$ cat src/rtl/car_pkg.sv
// Shared definitions for the car controller slice: controller state
// encodings, display width and BCD helpers used by the mileage meter.
package car_pkg;

    // Controller state encodings, as driven by the car controller FSM.
    typedef enum logic [3:0] {
        CAR_POWER_OFF    = 4'b0000,
        CAR_POWER_ON     = 4'b0001,
        CAR_NOT_STARTING = 4'b0010,
        CAR_STARTING     = 4'b0011,
        CAR_MOVING       = 4'b0100
    } car_state_e;

    // Number of BCD decades shown on the seven-segment display.
    localparam int DIGITS_DISPLAY = 8;

    // Largest legal value of one BCD decade.
    localparam logic [3:0] BCD_MAX = 4'd9;

    // Next value of one BCD decade; anything at or above 9 folds back to 0
    // so a decade can never leave the 0..9 range.
    function automatic logic [3:0] bcd_incr(input logic [3:0] d);
        logic [3:0] r;
        if (d >= BCD_MAX) begin
            r = 4'd0;
        end else begin
            r = d + 4'd1;
        end
        return r;
    endfunction

endpackage

$ cat src/rtl/bcd_digit.sv
// One BCD decade of the odometer. Increments when its carry-in is high and
// passes a carry to the next decade when it rolls 9 -> 0.
module bcd_digit
    import car_pkg::*;
(
    input  logic       clk,
    input  logic       rst,
    input  logic       clr,
    input  logic       cin,
    output logic [3:0] digit,
    output logic       cout
);

    logic [3:0] digit_r;

    // Decade register: async reset, synchronous clear wins over increment.
    always_ff @(posedge clk or negedge rst) begin
        if (!rst) begin
            digit_r <= 4'd0;
        end else if (clr) begin
            digit_r <= 4'd0;
        end else if (cin) begin
            digit_r <= bcd_incr(digit_r);
        end else begin
            digit_r <= digit_r;
        end
    end

    assign digit = digit_r;
    // Ripple carry: combinational, so every decade settles in the same cycle.
    assign cout  = cin & (digit_r == BCD_MAX);

endmodule

$ cat src/rtl/mileage_meter.sv
// Mileage meter: counts clocks of active motion, turns every
// TICKS_PER_UNIT of them into one unit added to a packed-BCD odometer,
// and reports a unit pulse plus a sticky roll-over flag.
module mileage_meter
    import car_pkg::*;
#(
    parameter int TICKS_PER_UNIT = 100_000_000,
    parameter int DIGITS         = DIGITS_DISPLAY
) (
    input  logic                  sys_clk,
    input  logic                  rst,
    input  logic                  moving,
    input  logic                  move_forward,
    input  logic                  move_backward,
    input  logic                  clear,
    output logic [4*DIGITS-1:0]   mileage_bcd,
    output logic                  unit_pulse,
    output logic                  wrapped,
    output logic                  active
);

    localparam int              PRE_W    = $clog2(TICKS_PER_UNIT);
    localparam logic [PRE_W-1:0] PRE_LAST = PRE_W'(TICKS_PER_UNIT - 1);

    logic [PRE_W-1:0] prescaler_r;
    logic             active_s;
    logic             inc_s;
    logic [DIGITS:0]  carry_s;
    logic             unit_pulse_r;
    logic             wrapped_r;

    // Motion qualification and unit request. Direction is irrelevant;
    // conflicting or absent commands mean standstill. Reset also forces
    // standstill since the prescaler cannot count then.
    always_comb begin
        active_s = rst & moving & (move_forward ^ move_backward);
        inc_s    = 1'b0;
        if (active_s && (prescaler_r == PRE_LAST)) begin
            inc_s = 1'b1;
        end else begin
            inc_s = 1'b0;
        end
    end

    // Prescaler: counts active clocks, holds across stops so partial units
    // are kept, and restarts at zero on each completed unit or a clear.
    always_ff @(posedge sys_clk or negedge rst) begin
        if (!rst) begin
            prescaler_r <= '0;
        end else if (clear) begin
            prescaler_r <= '0;
        end else if (inc_s) begin
            prescaler_r <= '0;
        end else if (active_s) begin
            prescaler_r <= prescaler_r + PRE_W'(1);
        end else begin
            prescaler_r <= prescaler_r;
        end
    end

    assign carry_s[0] = inc_s;

    // One decade per BCD digit; the carry chain ripples through them.
    for (genvar g = 0; g < DIGITS; g++) begin : g_digit
        bcd_digit u_digit (
            .clk   (sys_clk),
            .rst   (rst),
            .clr   (clear),
            .cin   (carry_s[g]),
            .digit (mileage_bcd[4*g +: 4]),
            .cout  (carry_s[g+1])
        );
    end

    // Unit pulse aligned with the updated odometer value; clear suppresses it.
    always_ff @(posedge sys_clk or negedge rst) begin
        if (!rst) begin
            unit_pulse_r <= 1'b0;
        end else if (clear) begin
            unit_pulse_r <= 1'b0;
        end else begin
            unit_pulse_r <= inc_s;
        end
    end

    // Sticky roll-over flag, set when the carry leaves the top decade.
    always_ff @(posedge sys_clk or negedge rst) begin
        if (!rst) begin
            wrapped_r <= 1'b0;
        end else if (clear) begin
            wrapped_r <= 1'b0;
        end else begin
            wrapped_r <= wrapped_r | carry_s[DIGITS];
        end
    end

    assign unit_pulse = unit_pulse_r;
    assign wrapped    = wrapped_r;
    assign active     = active_s;

endmodule

$ cat config.mk
export PLATFORM = sky130hd
export DESIGN_NAME = mileage_meter
export DESIGN_NICKNAME = d
export VERILOG_FILES = /design/src/rtl/car_pkg.sv /design/src/rtl/bcd_digit.sv /design/src/rtl/mileage_meter.sv
export SDC_FILE = /design/constraint.sdc
export NUM_CORES = 1
export LEC_CHECK = 0
export BUFFER_PORTS_ARGS = -buffer_cell sky130_fd_sc_hd__buf_2
export CORE_MARGIN = 4
export CORE_UTILIZATION = 31
export DETAILED_ROUTE_END_ITERATION = 7
export SLEW_MARGIN = 40
export SYNTH_ARGS = -nofsm -noshare
export SYNTH_HDL_FRONTEND = slang
export SYNTH_SLANG_ARGS = --single-unit
$ cat constraint.sdc
create_clock -name sys_clk -period 2.4 [get_ports sys_clk]
set_clock_uncertainty 0.15 [all_clocks]
set_input_delay 0.12 -clock sys_clk [delete_from_list [all_inputs] [get_ports sys_clk]]
set_output_delay 0.12 -clock sys_clk [all_outputs]
set_load 0.02 [all_outputs]
### Word level (Yosys, flattened, before mapping)

Cells that the tools add are included.

* reduce and logical (&&, ||, !) cells: 10
* magnitude comparators: 8
* muxes and demuxes: 30
* bitwise logic cells: 12
* equal/unequal tests: 9
* add/subtract/negate cells: 9

Operators with widths (number)
* 2-to-1 mux 4 bit: 24
* 2-to-1 mux 27 bit: 3
* adder 4 x 1 -> 4 bit (second input constant): 8
* equality test 4 bit (second input constant): 8
* >= comparator 4 bit (second input constant): 8
* adder 27 x 1 -> 27 bit (second input constant): 1
* equality test 27 bit (second input constant): 1
* nonzero test 2 bit: 8
* AND 1 bit: 10
* 2-to-1 mux 1 bit: 3
* nonzero test 3 bit: 1
* logical AND 1 bit: 1
* OR 1 bit: 1
* bitwise XOR 1 bit: 1

* register bits after elaboration: 61
* bits of input ports: 6

### Logic depth before layout (Yosys ltp)

Gate-level depths: netlist (run 1).

* depth in word-level cells: 14
* mapped depth: 8

### Hierarchy

A second synthesis (run 1) with hierarchy kept.

* cells, all modules: 358
* area total of the unflattened synthesis: 3682.3 um2

By module, submodules not included
* bcd_digit: sequential area each 100.1 um2, area an instance 246.5 um2, times used 8, cells each 22
* mileage_meter: sequential area each 725.7 um2, area an instance 1710.4 um2, times used 1, cells each 182

### Worst setup path before layout (run 1)

No wires, ideal clock.

* kind: register -> register
* from: reg g_digit[3].u_digit.digit_r[1]
* to: reg g_digit[6].u_digit.digit_r[3]
* buffers on the path: 0
* stages on the path, launching flop included: 8
* period minus slack after synthesis: 2.425 ns
* arrival: 2.198 ns
* slack: -0.025 ns
* data required time: 2.173 ns
* cells stage by stage: dfrtp_1 -> inv_1 -> ha_1 -> nand3b_1 -> or3_1 -> or2_2 -> or4_1 -> a21oi_1

* longest elaborated chain between the ends: 5

RTL lines
* start, declared: line bcd_digit.sv:14 `logic [3:0] digit_r;`
* start signal, assigned: line bcd_digit.sv:23 `digit_r <= bcd_incr(digit_r);`
* start signal, assigned: line bcd_digit.sv:25 `digit_r <= digit_r;`
* equality test 4 bit: line bcd_digit.sv:31 `assign cout = cin & (digit_r == BCD_MAX);`
* AND 1 bit (3 in a row): line bcd_digit.sv:31
* nonzero test 2 bit (no source line)
* end signal, assigned: line bcd_digit.sv:23
* end signal, assigned: line bcd_digit.sv:25
* end, declared: line bcd_digit.sv:14

Every way passes these cells.
A chain may end at the register's enable or synchronous reset.

### Final worst setup path (run 1)

Same ends and word-level chain as after synthesis.

==> metrics.yaml, run 1 <==
outcome:
  status: "finished clean"
cells_and_area:
  fillers: 1217
  nets: 522
  syn2layout_area_growth_pct: 25.0
  antenna_cells: 0
  drive_gt1_share_pct: 22.1
routing:
  dr.pass1.iters: 5
  drc: 0
  vias: 3433
  wire_per_inst_um: 14.5
  viasPerCell: 5.19
  drt_iter0_drc: 334
  ant_nets: 0
  wl_mm: 9.61
floorplan:
  die_x_um: 119
  row_count: 40
  ios: 41
  initial_utilization_pct: 31.7
  core_region_area_mm2: 0.0121
  dieArea_mm2: 0.0142
  dieHeight_um: 119
worst_hold_path:
  hold_depth: 4
  hold_end: "prescaler_r[1]"
  hold_start: "moving"
  hp-class: "in -> reg"
critical_path:
  max_stage_delay_ns: 0.51
  r2r_cells: 7
  worstPathArrival_ns: 2.42
  cp.buffers_inverters: 1
  cp-end-kind: "flip-flop"
  cp_slowest_cell: "or4_1"
  crit_fanout: 5
  cp_top_family: "simple AND/OR/NAND/NOR gates"
  worstPathCellList: "inv_1, ha_1, nand3b_1, or3_1, or2_4, or4_1, a21oi_1"
  start_kind: "flip-flop"
  r2r_end: "g_digit[6].u_digit.digit[3]"
  cp.required_ns: 2.50
  crit_type: "reg -> reg"
  regToRegSetupSlack_ns: 0.08
  r2r-start: "g_digit[3].u_digit.digit[1]"
synthesis:
  syn_inst: 419
  synthAdderAreaFrac_pct: 8.19
  yosys_warnings: 0
  syn_area_mm2: 0.00382
  synthSimpleGateAreaFrac_pct: 30.9
  postSynth.asyncResetShare_pct: 100
  synth_area_leaders: "dfrtp_1 40%, ha_1 8.2%, nor2_1 4.1%"
  yosysMostFrequentCell: "dfrtp_1"
  ys_ff_latch: 61
  synth_cell_types: 56
  avgSynthCellArea_um2: 9.12
  synth_ff_type: "dfrtp_1"
  synth_edf_count: 0
  synth_common_cells: "61 x dfrtp_1, 42 x nor2_1, 30 x nand2_1, 30 x nand3_1, 25 x ha_1"
  yosysSeqAreaShare_pct: 39.9
  synth_mux_area_share_pct: 0.524
  synth_top_cell_by_area: "dfrtp_1"
  synth_xor_area_share_pct: 5.50
  yosys.area.top_type_share_pct: 39.9
  synth_nets: 450
  synth_top_family_by_area: "simple AND/OR/NAND/NOR gates"
  synth_compound_area_share_pct: 11.0
power:
  ir_worst_vdd_mv: 0.330
  total_power_mw: 2.29
  p_leak_nw: 2.03
  power_per_cell_area_mw_per_mm2: 480
sta:
  hold_violations: 0
  finalCritPeriodShare_pct: 96.5
  worstMarginPinSlew_ns: 0.553
  relSlewSlack_pct: 63.2
  drv_slew: 0
  hold_slack_ns: 0.253
  tns_ns: 0
  period_minus_slack_ns: 2.32
  finalSetupViolCount: 0
  fmax_mhz: 432
  rsz0062_at_grt: "true"
clock_network:
  cts.path.max_buffers: 2
  worst_skew_pair.late_latency_ns: 0.33
  clk_pin_slew_ns: 0.05
  cts_tree: "built"
  clock-sinks: 61
  numCtsBuffers: 9
  root_buffer: "clkbuf_16"
  cts_htree_levels: 3
placement:
  gp_congestion: 0.889
  dp_hpwl_mm: 6.74
  port_buffers: 40
grt:
  grt_usage_pct: 13.6
  grt_max_degree: 62
  grt_pass1_vias: 3295
  grt_pass1_wl_mm: 15.8
  antenna_found_initial: 0
  grt-ovfl-total: 0
run:
  maxCapViolCount: 0
## placed cells by master, fill, tap and decap left out, types with 3 or more instances in the layout
cell,count
o21ai_1,4
nand2b_1,6
o21ai_0,20
nor3b_1,5
and4_1,3
xnor2_1,9
clkbuf_16,9
nor4_1,5
ha_1,24
o31ai_1,7
nand3b_1,6
and3_1,4
nor2_1,42
nand4b_1,7
nand4_1,18
inv_1,20
nand2_1,30
buf_2,40
a21oi_1,14
or3_1,5
nand3_1,30
and2_1,3
nor2b_1,5
a41oi_1,3
dfrtp_2,4
dfrtp_1,57
nor3_1,11
nor4b_1,3
buf_4,30
xor2_1,15
o211ai_1,8
## area by class of cell
| class | instances | area [um^2] | share of cell area [%] |
|---|---|---|---|
| inverter | 22 | 82.6 | 1.73 |
| sequential | 61 | 1530 | 32.1 |
| tap | 168 | 210 | 4.40 |
| clock inverter | 2 | 10.0 | 0.210 |
| timing repair buffer | 75 | 488 | 10.2 |
| clock buffer | 12 | 256 | 5.37 |
| multi-input combinational | 322 | 2200 | 46.0 |
## flip-flops by register name, indices dropped and copies added (netlist names)
name	cells
g_digit.u_digit.digit	32
prescaler_r	27
unit_pulse	1
wrapped	1
## layer usage
| metal | global-route usage (%) | up-vias | wire, um | part of all wire (%) |
|---|---|---|---|---|
| met5 | 0 | - | 0 | 0 |
| met4 | 5.65 | 0 | 149 | 1.6 |
| met3 | 2.94 | 15 | 407 | 4.2 |
| met2 | 21.1 | 82 | 4390 | 46 |
| met1 | 18.3 | 1667 | 4660 | 49 |
| li1 | - | 1669 | - | - |
## worst min-delay path: cells and delay by family
| family | cells | cell delay (ns) |
|---|---|---|
| and+or+nand+nor | 1 | 0.18 |
| AOI/OAI and AO/OA | 2 | 0.27 |
| buffers and inverters | 1 | 0.12 |
## repair_timing
| item | in CTS | in global routing |
|---|---|---|
| resized for setup | 0 | 19 |
| setup endpoints to repair | 0 | 22 |
| hold buffers | 2 | 0 |
| hold endpoints to repair | 65 | 0 |
| buffers inserted | 0 | 5 |
## report_power, final
group          leakage, nW  internal [mW]  switching (mW)
logic                 1.05         0.0223          0.0655
registers            0.846           1.03         0.00125
clock network        0.134          0.739           0.434
## how the worst max path moves through the flow
| stage | to | from | depth (start not counted) |
|---|---|---|---|
| 2_1_floorplan | g_digit[6].u_digit.digit[3] | g_digit[3].u_digit.digit[1] | 7 |
| 3_3_place_gp | g_digit[6].u_digit.digit[3] | g_digit[3].u_digit.digit[1] | 7 |
| 3_5_place_dp | g_digit[6].u_digit.digit[3] | g_digit[3].u_digit.digit[1] | 7 |
| 4_1_cts | g_digit[6].u_digit.digit[3] | g_digit[3].u_digit.digit[1] | 7 |
| 5_1_grt | g_digit[7].u_digit.digit[0] | g_digit[1].u_digit.digit[1] | 9 |
| 6_report | g_digit[6].u_digit.digit[3] | g_digit[3].u_digit.digit[1] | 7 |
## stage by stage
stage          setup slack [ns]  instances  util (%)  instance area, um^2
6_report                 0.0837        662      39.6                 4780
5_1_grt                 -0.0113        662      39.6                 4780
4_1_cts                  0.0271        657      38.8                 4680
3_5_place_dp             0.0428        641      36.4                 4390
3_3_place_gp              0.102        641      36.4                 4390
2_1_floorplan           0.00818        419         -                 3820
## logic make-up after synthesis
logic type,count (synthesis)
adder cells (fa/ha/maj),25
XOR/XNOR,24
multiplexers,2
flip-flops,61
buffers and inverters,36
AND/OR/NAND/NOR,204
AO/OA/AOI/OAI,67
Note: power is estimated with default switching activity, not from simulation.
==> inputs of run 2 (changes only) <==
CORE_MARGIN = unset   (was 4)
clock period = 1.9 ns   (was 2.4 ns; I/O delays follow)
==> run 2 against run 1 <==
- the run now ends with negative setup slack left
- power is 40% higher
- non-clock buffer count up 93
- count of clock-buffer cells in the layout is 1 lower
- clock power grew 51%
- critical path depth rose by 1
- final cell count increased by 11%
- first-iteration DRC count down 20%
- global-route usage grew 5.4 points
- highest routed layer unchanged
==> metrics.yaml, run 2 (same netlist as run 1, synthesis figures left out) <==
outcome:
  status: "finished with violations"
  violations: "negative setup slack"
routing:
  vias: 3884  # +13%
  wire_per_inst_um: 15.5  # +7.0%
  dr.pass1.iters: 5  # unchanged
  ant_nets: 0  # unchanged
  drc: 0  # unchanged
  drt_iter0_drc: 268  # -20%
  viasPerCell: 5.28  # +1.8%
  wl_mm: 11.4  # +19%
run:
  maxCapViolCount: 0  # unchanged
grt:
  grt_pass1_wl_mm: 19.3  # +22%
  antenna_found_initial: 0  # unchanged
  use_met3_pct: 4.28  # +1.3 points
  grt_use_met2_pct: 31.6  # +10 points
  grt_max_degree: 62  # unchanged
  grt-ovfl-total: 0  # unchanged
  gr-max-usage-layer: "met2"
  grtUsageMet1_pct: 24.4  # +6.1 points
  grt_pass1_vias: 3982  # +21%
  grt_usage_pct: 19.0  # +5.4 points
power:
  power_frac_clock_pct: 55.1  # +4.0 points
  power_per_cell_area_mw_per_mm2: 536  # +12%
  power.switching_mw: 0.685  # +37%
  switching_share_pct: 21.4  # -0.48 points
  seqPwrFrac_pct: 40.7  # -4.3 points
  p_leak_nw: 2.63  # +30%
  combinationalPowerShare_pct: 4.3  # +0.5 points
  internal_power_mw: 2.52  # +41%
  ir_worst_vdd_mv: 0.437  # +32%
placement:
  dp_hpwl_mm: 7.64  # +13%
  port_buffers: 40  # unchanged
  dpl_worst_slack_ns: -0.407  # -0.450 ns
  gp_congestion: 0.864  # -2.8%
floorplan:
  dieHeight_um: 113  # -5.0%
  initial_utilization_pct: 31.8  # +0.13 points
  die_x_um: 113  # -5.0%
  core_region_area_mm2: 0.0120  # -0.42%
  row_count: 40  # unchanged
  ios: 41  # unchanged
  dieArea_mm2: 0.0128  # -9.8%
clock_network:
  cts_tree: "built"
  worst_skew_pair.late_latency_ns: 0.33  # about the same
  root_buffer: "clkbuf_16"
  cts.path.max_buffers: 2  # unchanged
  clk_pin_slew_ns: 0.06  # about the same
  clock-sinks: 61  # unchanged
  numCtsBuffers: 9  # unchanged
  cts_htree_levels: 3  # unchanged
sta:
  period_minus_slack_ns: 2.20  # -0.116 ns
  finalCritPeriodShare_pct: 116  # +19 points
  fmax_mhz: 454  # +5.3%
  rsz0062_at_grt: "true"
  fin_ws_ns: -0.301  # -0.384 ns
  finalSetupViolCount: 55  # +55
  drv_slew: 0  # unchanged
  hold_violations: 0  # unchanged
  relSlewSlack_pct: 58.7  # -4.5 points
  worstMarginPinSlew_ns: 0.616  # +0.0631 ns
cells_and_area:
  antenna_cells: 0  # unchanged
  syn2layout_area_growth_pct: 56.5
  drive_gt1_share_pct: 45.8  # +24 points
  final_common_cell: "buf_4"
  final_core_util_pct: 49.8  # +10 points
  largest_reg_flops: 32  # unchanged
  layout_common_cells: "108 x buf_4, 50 x dfrtp_1, 41 x nor2_1"
  nets: 615  # +18%
critical_path:
  crit_type: "reg -> reg"
  crit_fanout: 3  # -2
  start_kind: "flip-flop"
  cp.required_ns: 2.01  # -0.49 ns
  worstPathArrival_ns: 2.31  # -0.11 ns
  cp-end-kind: "flip-flop"
worst_hold_path:
  hp-class: "in -> reg"
[run 2: power by group through the flow]
stage	logic [mW]	clock network, mW	registers (mW)
3_3_place_gp	0.115	0	1.33
6_report	0.136	1.77	1.30
4_1_cts	0.135	1.80	1.30
5_1_grt	0.150	1.86	1.30
2_1_floorplan	0.0485	0	1.33
3_5_place_dp	0.117	0	1.33
[run 2: stage by stage]
stage	setup TNS (ns)	area [um^2]	power (mW)	std cells	hold WS [ns]
after global routing	-15.62	5980	3.31	736	0.0253
after CTS	-9.95	5810	3.24	732	0.00429
after detailed placement	-16.40	5030	1.44	698	0.254
after floorplan	-16.48	3920	1.37	419	-0.351
after global placement	-13.86	5030	1.44	698	0.242
final	-9.32	5980	3.21	736	0.0252
[run 2: area by class of cell]
| type | instances | area [um^2] |
|---|---|---|
| clock buffer | 11 | 243 |
| clock inverter | 5 | 75.1 |
| fill | 1097 | 6030 |
| inverter | 22 | 82.6 |
| multi-input combinational | 322 | 2580 |
| sequential | 61 | 1540 |
| tap | 147 | 184 |
| timing repair buffer | 168 | 1280 |
[run 2: worst max-delay path, stage by stage (launching register included)]
cell      delay [ns]
dfrtp_2         0.40
inv_2           0.07
ha_4            0.13
nand3b_1        0.17
nor4_4          0.33
nand4b_1        0.19
buf_4           0.19
or3_4           0.38
a21oi_2         0.12
[run 2: final timing paths]
check | start | to | slack, ns | depth (start not counted)
max | g_digit[5].u_digit.digit[1] | g_digit[7].u_digit.digit[3] | -0.30 | 8
min | clear | g_digit[4].u_digit.digit[1] | 0.03 | 3
max reg2reg | g_digit[5].u_digit.digit[1] | g_digit[7].u_digit.digit[3] | -0.30 | 8
min reg2reg | wrapped | wrapped | 0.35 | 1
max in group asynchronous | rst | g_digit[3].u_digit.digit[1] | 0.80 | 3
min in group asynchronous | rst | g_digit[2].u_digit.digit[3] | 0.36 | 3
[run 2: repair_timing]
item,CTS,global route
pin swaps,48,17
buffers inserted,16,7
hold buffers,1,0
endpoints found under the setup margin,58,59
cloned,1,0
endpoints found under the hold margin,61,0
gates resized for setup,69,27
[run 2: per-layer routing]
metal	vias up	wire [um]
met3	22	427
met2	97	5520
met4	0	203
met1	1912	5270
met5	-	0
li1	1853	-
